==> src/rtl/decode_uop_sequencer.sv <==
// ---------------------------------------------------------------------------
// DecodeUopSequencer
//
// Purpose:
//   This block chooses the control-store address for each cycle in the decode
//   stage. A simple instruction goes straight from decode_address. A
//   multi-micro-op instruction is followed through the cs_next_uaddr chain.
//   A pending interrupt or fault is serviced at an instruction boundary by
//   jumping to its micro-routine. While a chain or routine runs, the
//   instruction in decode stage 1/2 is held with stall_upstream.
//
// Ports:
//   clk              : single clock, rising-edge active
//   reset            : asynchronous reset, active low
//   D2_V             : valid instruction present in decode stage 2
//   stall_in         : downstream stall, freezes all sequencer state
//   flush            : pipeline flush, returns the block to IDLE
//   decode_address   : first control-store address of the instruction
//   opcode_size      : one-byte / two-byte opcode page select
//   cs_uop_stall     : the current control word has a following micro-op
//   cs_next_uaddr    : control-store address of that following micro-op
//   int_req          : pending NMI / #GP / #PF service request
//   int_vector       : control-store address of the service micro-routine
//   ctrl_addr_out    : control-store address for the current cycle
//   ctrl_op_size_out : control-store page select
//   stall_upstream   : holds IR/EIP in decode stages 1 and 2
//   uop_count        : index of the micro-op now addressed
//   seq_state        : IDLE=00, UOP=01, INTR=10
//   uop_overflow     : one-cycle pulse when the micro-op limit is hit
//
// Configuration:
//   DECODE_UOP_LIMIT_EN - when defined, a chain reaching micro-op index 7 that
//   still requests another micro-op is cut off: uop_overflow pulses and the
//   block returns to IDLE. When undefined, uop_overflow stays 0 and the
//   micro-op index simply wraps 7 -> 0.
// ---------------------------------------------------------------------------
module decode_uop_sequencer (
  input  logic       clk,
  input  logic       reset,
  input  logic       D2_V,
  input  logic       stall_in,
  input  logic       flush,
  input  logic [7:0] decode_address,
  input  logic       opcode_size,
  input  logic       cs_uop_stall,
  input  logic [6:0] cs_next_uaddr,
  input  logic       int_req,
  input  logic [7:0] int_vector,
  output logic [7:0] ctrl_addr_out,
  output logic       ctrl_op_size_out,
  output logic       stall_upstream,
  output logic [2:0] uop_count,
  output logic [1:0] seq_state,
  output logic       uop_overflow
);

  typedef enum logic [1:0] {
    IDLE = 2'b00,
    UOP  = 2'b01,
    INTR = 2'b10
  } state_t;

  state_t     r_state;
  logic [6:0] r_saved_uaddr;
  logic [7:0] r_int_vec_q;
  logic [2:0] r_uop_count;
  logic       r_from_int;
  logic       r_uop_overflow;

  state_t     w_next_state;
  logic [6:0] w_next_saved_uaddr;
  logic [7:0] w_next_int_vec_q;
  logic [2:0] w_next_uop_count;
  logic       w_next_from_int;
  logic       w_next_uop_overflow;
  logic       w_limit_hit;

  // A chain is cut off only when the limit feature is built in.
`ifdef DECODE_UOP_LIMIT_EN
  assign w_limit_hit = (r_uop_count == 3'd7);
`else
  assign w_limit_hit = 1'b0;
`endif

  always_ff @(posedge clk or negedge reset) begin
    if (!reset) begin
      r_state        <= IDLE;
      r_saved_uaddr  <= 7'd0;
      r_int_vec_q    <= 8'd0;
      r_uop_count    <= 3'd0;
      r_from_int     <= 1'b0;
      r_uop_overflow <= 1'b0;
    end else begin
      r_state        <= w_next_state;
      r_saved_uaddr  <= w_next_saved_uaddr;
      r_int_vec_q    <= w_next_int_vec_q;
      r_uop_count    <= w_next_uop_count;
      r_from_int     <= w_next_from_int;
      r_uop_overflow <= w_next_uop_overflow;
    end
  end

  // Flush beats stall, and stall beats sequencing. The overflow pulse is
  // held during a stall so that it is not lost while the pipe is frozen.
  // int_req is only looked at in IDLE, so a routine never interrupts a chain.
  always_comb begin
    w_next_state        = r_state;
    w_next_saved_uaddr  = r_saved_uaddr;
    w_next_int_vec_q    = r_int_vec_q;
    w_next_uop_count    = r_uop_count;
    w_next_from_int     = r_from_int;
    w_next_uop_overflow = 1'b0;

    if (flush) begin
      w_next_state     = IDLE;
      w_next_uop_count = 3'd0;
      w_next_from_int  = 1'b0;
    end else if (stall_in) begin
      w_next_uop_overflow = r_uop_overflow;
    end else begin
      case (r_state)
        IDLE: begin
          if (int_req) begin
            w_next_state     = INTR;
            w_next_int_vec_q = int_vector;
            w_next_from_int  = 1'b1;
          end else if (D2_V && cs_uop_stall) begin
            w_next_state       = UOP;
            w_next_saved_uaddr = cs_next_uaddr;
            w_next_uop_count   = 3'd1;
          end
        end
        INTR: begin
          if (cs_uop_stall) begin
            w_next_state       = UOP;
            w_next_saved_uaddr = cs_next_uaddr;
            w_next_uop_count   = 3'd1;
          end else begin
            w_next_state    = IDLE;
            w_next_from_int = 1'b0;
          end
        end
        UOP: begin
          if (cs_uop_stall && w_limit_hit) begin
            w_next_state        = IDLE;
            w_next_uop_count    = 3'd0;
            w_next_from_int     = 1'b0;
            w_next_uop_overflow = 1'b1;
          end else if (cs_uop_stall) begin
            w_next_saved_uaddr = cs_next_uaddr;
            w_next_uop_count   = r_uop_count + 3'd1;
          end else begin
            w_next_state     = IDLE;
            w_next_uop_count = 3'd0;
            w_next_from_int  = 1'b0;
          end
        end
        default: begin
          w_next_state     = IDLE;
          w_next_uop_count = 3'd0;
          w_next_from_int  = 1'b0;
        end
      endcase
    end
  end

  // In IDLE the decode address passes straight through, so a one-micro-op
  // instruction costs no extra cycle. Chain and routine addresses always
  // live on the one-byte page.
  always_comb begin
    ctrl_addr_out    = decode_address;
    ctrl_op_size_out = opcode_size;
    case (r_state)
      UOP: begin
        ctrl_addr_out    = {1'b0, r_saved_uaddr};
        ctrl_op_size_out = 1'b0;
      end
      INTR: begin
        ctrl_addr_out    = r_int_vec_q;
        ctrl_op_size_out = 1'b0;
      end
      default: begin
        ctrl_addr_out    = decode_address;
        ctrl_op_size_out = opcode_size;
      end
    endcase
  end

  // The last micro-op of a normal chain releases the front end in the same
  // cycle. A chain started from a routine keeps holding it, because the
  // interrupted instruction still has to issue from IDLE afterwards.
  always_comb begin
    stall_upstream = ((r_state == IDLE) && D2_V && cs_uop_stall && !int_req) ||
                     ((r_state == IDLE) && int_req) ||
                     (r_state == INTR) ||
                     ((r_state == UOP) && (cs_uop_stall || r_from_int));
  end

  assign uop_count    = r_uop_count;
  assign seq_state    = r_state;
  assign uop_overflow = r_uop_overflow;

endmodule
==> config.mk <==
export PLATFORM = sky130hd
export DESIGN_NAME = decode_uop_sequencer
export DESIGN_NICKNAME = d
export VERILOG_FILES = /design/src/rtl/decode_uop_sequencer.sv
export SDC_FILE = /design/constraint.sdc
export NUM_CORES = 1
export LEC_CHECK = 0
export BUFFER_PORTS_ARGS = -buffer_cell sky130_fd_sc_hd__clkbuf_2
export CORE_ASPECT_RATIO = 1.25
export CORE_MARGIN = 4
export CORE_UTILIZATION = 52
export DETAILED_ROUTE_END_ITERATION = 10
export GPL_ROUTABILITY_DRIVEN = 0
export GPL_TIMING_DRIVEN = 0
export PLACE_DENSITY = 0.92
export SYNTH_ARGS = -nofsm -noshare
export SYNTH_HDL_FRONTEND = slang
export SYNTH_SLANG_ARGS = --single-unit
==> constraint.sdc <==
create_clock -name clk -period 3.15 [get_ports clk]
set_clock_uncertainty 0.2 [all_clocks]
set_input_delay 0 -clock clk [delete_from_list [all_inputs] [get_ports clk]]
set_output_delay 0 -clock clk [all_outputs]
set_load 0.01 [all_outputs]
==> qor.yml <==
critical_path:
  rrSetupSlack_ps: 240
  start_kind: "flop"
  reg2reg_depth: 7
  cp_data_required_time_ps: 3160
  crit_path_end_kind: "flop"
  worst-setup-path-type: "flop to flop"
  critPathMaxFanout: 7
  worstReg2RegStart: "seq_state[1]$_DFFE_PN0P_"
  r2r_end: "r_saved_uaddr[5]$_DFFE_PN0P_"
  cp.arrival_ps: 2920
cts:
  cts_made_buffers: 3
  cts.path.max_buffers: 2
  clkSlewWorstSetupHoldPaths_ps: 120
  clock_tree.root_cell: "clkbuf_4"
  cts_htree_levels: 1
  cts_tree: "built"
  cts_sinks: 21
  insertion_delay_ps: 310
route:
  first_pass_iters: 4
  drt_iter0_drc: 53
  drt-total-wl_mm: 3.56
  postRouteAntennaNets: 0
  vias_per_cell: 5.52
  drt-wirelength-per-cell_um: 16.2
  routed-via-count: 1215
  drc: 0
timing:
  hold_violations: 0
  finalCriticalPeriod_ps: 2910
  rsz0062_at_grt: "false"
  setup_violations: 0
  fmax_ghz: 0.344
  finalSetupTns_ps: 0
  finalMaxSlewViolations: 0
  period_share_pct: 92.4
  tightest_slew_ps: 684
  slew-limit-headroom_pct: 54.2
global_routing:
  first_global_vias: 1338
  grt_max_degree: 13
  grt_pass1_wl_mm: 5.86
  grtUsageTotal_pct: 23.3
  overflow: 0
  grt_antenna_before_repair: 0
yosys:
  ys.warnings.count: 0
  syn_inst: 119
  ys_types: 30
  syn_area_um2: 1250
  syn-num-nets: 157
  synth_seq_area_share_pct: 42.1
  synth-async-reset-ratio_pct: 100
  syn_area_per_cell_um2: 10.5
  synth_edf_count: 0
  synth.ff_latch_count: 21
  synthFlopType: "dfrtp_1"
floorplanning:
  die_area_um2: 3250
  die_h_um: 62.8
  start_util_pct: 55.9
  ios: 47
  die_w_um: 51.8
  row_count: 19
  coreArea_um2: 2230
layout:
  diodes: 0
  areaGrowthSynthToFinish_pct: 40.6
  multi_input_area_um2: 658
  drive_above_1_share_pct: 38.1
  layout_common_cells: "44 x clkbuf_2, 22 x dlygate4sd3_1, 21 x dfrtp_1, 15 x mux2_2, 13 x nor2_1"
  nets: 228
  fillCellCount: 155
  stdcell_area_um2: 1760
  layout_commonest_cell: "clkbuf_2"
  ff_latch_area_um2: 526
worst_hold_path:
  holdCritPathClass: "input port to flop"
  min-delay-start: "stall_in"
  whs_path_depth: 3
  worst_hold_path.endpoint: "r_saved_uaddr[1]$_DFFE_PN0P_"
place:
  place_area_um2: 1510
  dpl.hpwl_mm: 2.47
  port-buffer-count: 44
flow_run:
  max-cap-violations: 0
pwr:
  p_leak_uw: 0.000855
  max-vdd-ir-drop_mv: 0.337
  power_density_nw_per_um2: 452
status:
  status: "completed"
-- critical path: stages (launching register included) --
cell           delay, ps
dfrtp_1              460
inv_1                140
ha_1                 260
nand2b_1             120
a2bb2oi_2            160
nor4b_4              510
mux2_2               400
dlygate4sd3_1        560
-- worst max-delay path by stage --
| stage | from | end | slack (ps) | depth (start not counted) |
|---|---|---|---|---|
| finish | seq_state[1]$_DFFE_PN0P_ | r_saved_uaddr[5]$_DFFE_PN0P_ | 240 | 7 |
| global route | seq_state[1]$_DFFE_PN0P_ | r_saved_uaddr[5]$_DFFE_PN0P_ | 130 | 7 |
| CTS | seq_state[1]$_DFFE_PN0P_ | r_saved_uaddr[5]$_DFFE_PN0P_ | 280 | 7 |
| detailed placement | seq_state[1]$_DFFE_PN0P_ | r_saved_uaddr[4]$_DFFE_PN0P_ | 810 | 6 |
| global placement | seq_state[0]$_DFFE_PN0P_ | r_saved_uaddr[6]$_DFFE_PN0P_ | 900 | 6 |
| floorplan | seq_state[0]$_DFFE_PN0P_ | r_saved_uaddr[0]$_DFFE_PN0P_ | 1030 | 6 |
-- report_power, final --
group | leakage (uW) | internal (uW) | switching, uW
registers | 0.000263 | 334 | 40.4
clock network | 0.0000177 | 47.5 | 84.3
logic | 0.000575 | 148 | 139
-- routing by layer --
metal	global-route usage, %	wire [um]
met1	26.8	1320
met3	2.86	255
met5	0	0
met2	42.0	1950
met4	8.85	45
-- flip-flops by register name, summed over array words and instances, names as in the netlist --
signal and count:
r_saved_uaddr 7, uop_count 3, r_int_vec_q 8, seq_state 2
r_from_int 1
-- what timing repair did --
action | CTS | global route
buffers inserted | 0 | 0
hold buffers | 21 | 1
endpoints found under the hold margin | 42 | 1
endpoints found under the setup margin | 0 | 0
resized for setup | 0 | 0
-- cell families after synthesis --
family,count (synthesis),synth area share [%]
simple gates,31,14.6
compound gates,28,14.8
flops,21,42.1
mux,18,15.9
buf+inv,13,5.21
fa+ha+maj,7,7.01
other cells,1,0.300
-- area by class of cell --
cell class              count  area share, %
plain buffers               7           2.42
clock buffers               3           1.28
clock inverters             1          0.285
inverters                   6           1.28
multi-input cells          85           37.5
flip-flops and latches     21           29.9
well taps                  31           2.21
repair buffers             66           25.1
-- Yosys cell counts, types with 2 or more instances --
| cell | n | area [um^2] |
|---|---|---|
| a22oi_1 | 7 | 52.6 |
| a21oi_1 | 10 | 50.1 |
| nand2_1 | 4 | 15.0 |
| nand2b_1 | 2 | 12.5 |
| o21ai_0 | 5 | 25.0 |
| nor4bb_1 | 2 | 20.0 |
| ha_1 | 7 | 87.6 |
| mux2i_1 | 3 | 30.0 |
| clkbuf_1 | 3 | 11.3 |
| nand3_1 | 3 | 15.0 |
| buf_2 | 2 | 10.0 |
| dfrtp_1 | 21 | 526 |
| nor2_1 | 13 | 48.8 |
| nand3b_1 | 2 | 15.0 |
| inv_1 | 6 | 22.5 |
| mux2_2 | 15 | 169 |
-- per-stage QoR --
step	setup WS [ps]	instances	hold WS [ps]	util, %	total power (uW)
2_1_floorplan	1030	119	-496	-	532
3_3_place_gp	897	194	-215	67.5	608
3_5_place_dp	813	194	-207	67.5	628
4_1_cts	276	219	3.14	78.1	777
5_1_grt	131	220	21.6	78.6	840
6_report	240	220	10.5	78.6	794
Note: power is estimated with default switching activity, not from simulation.
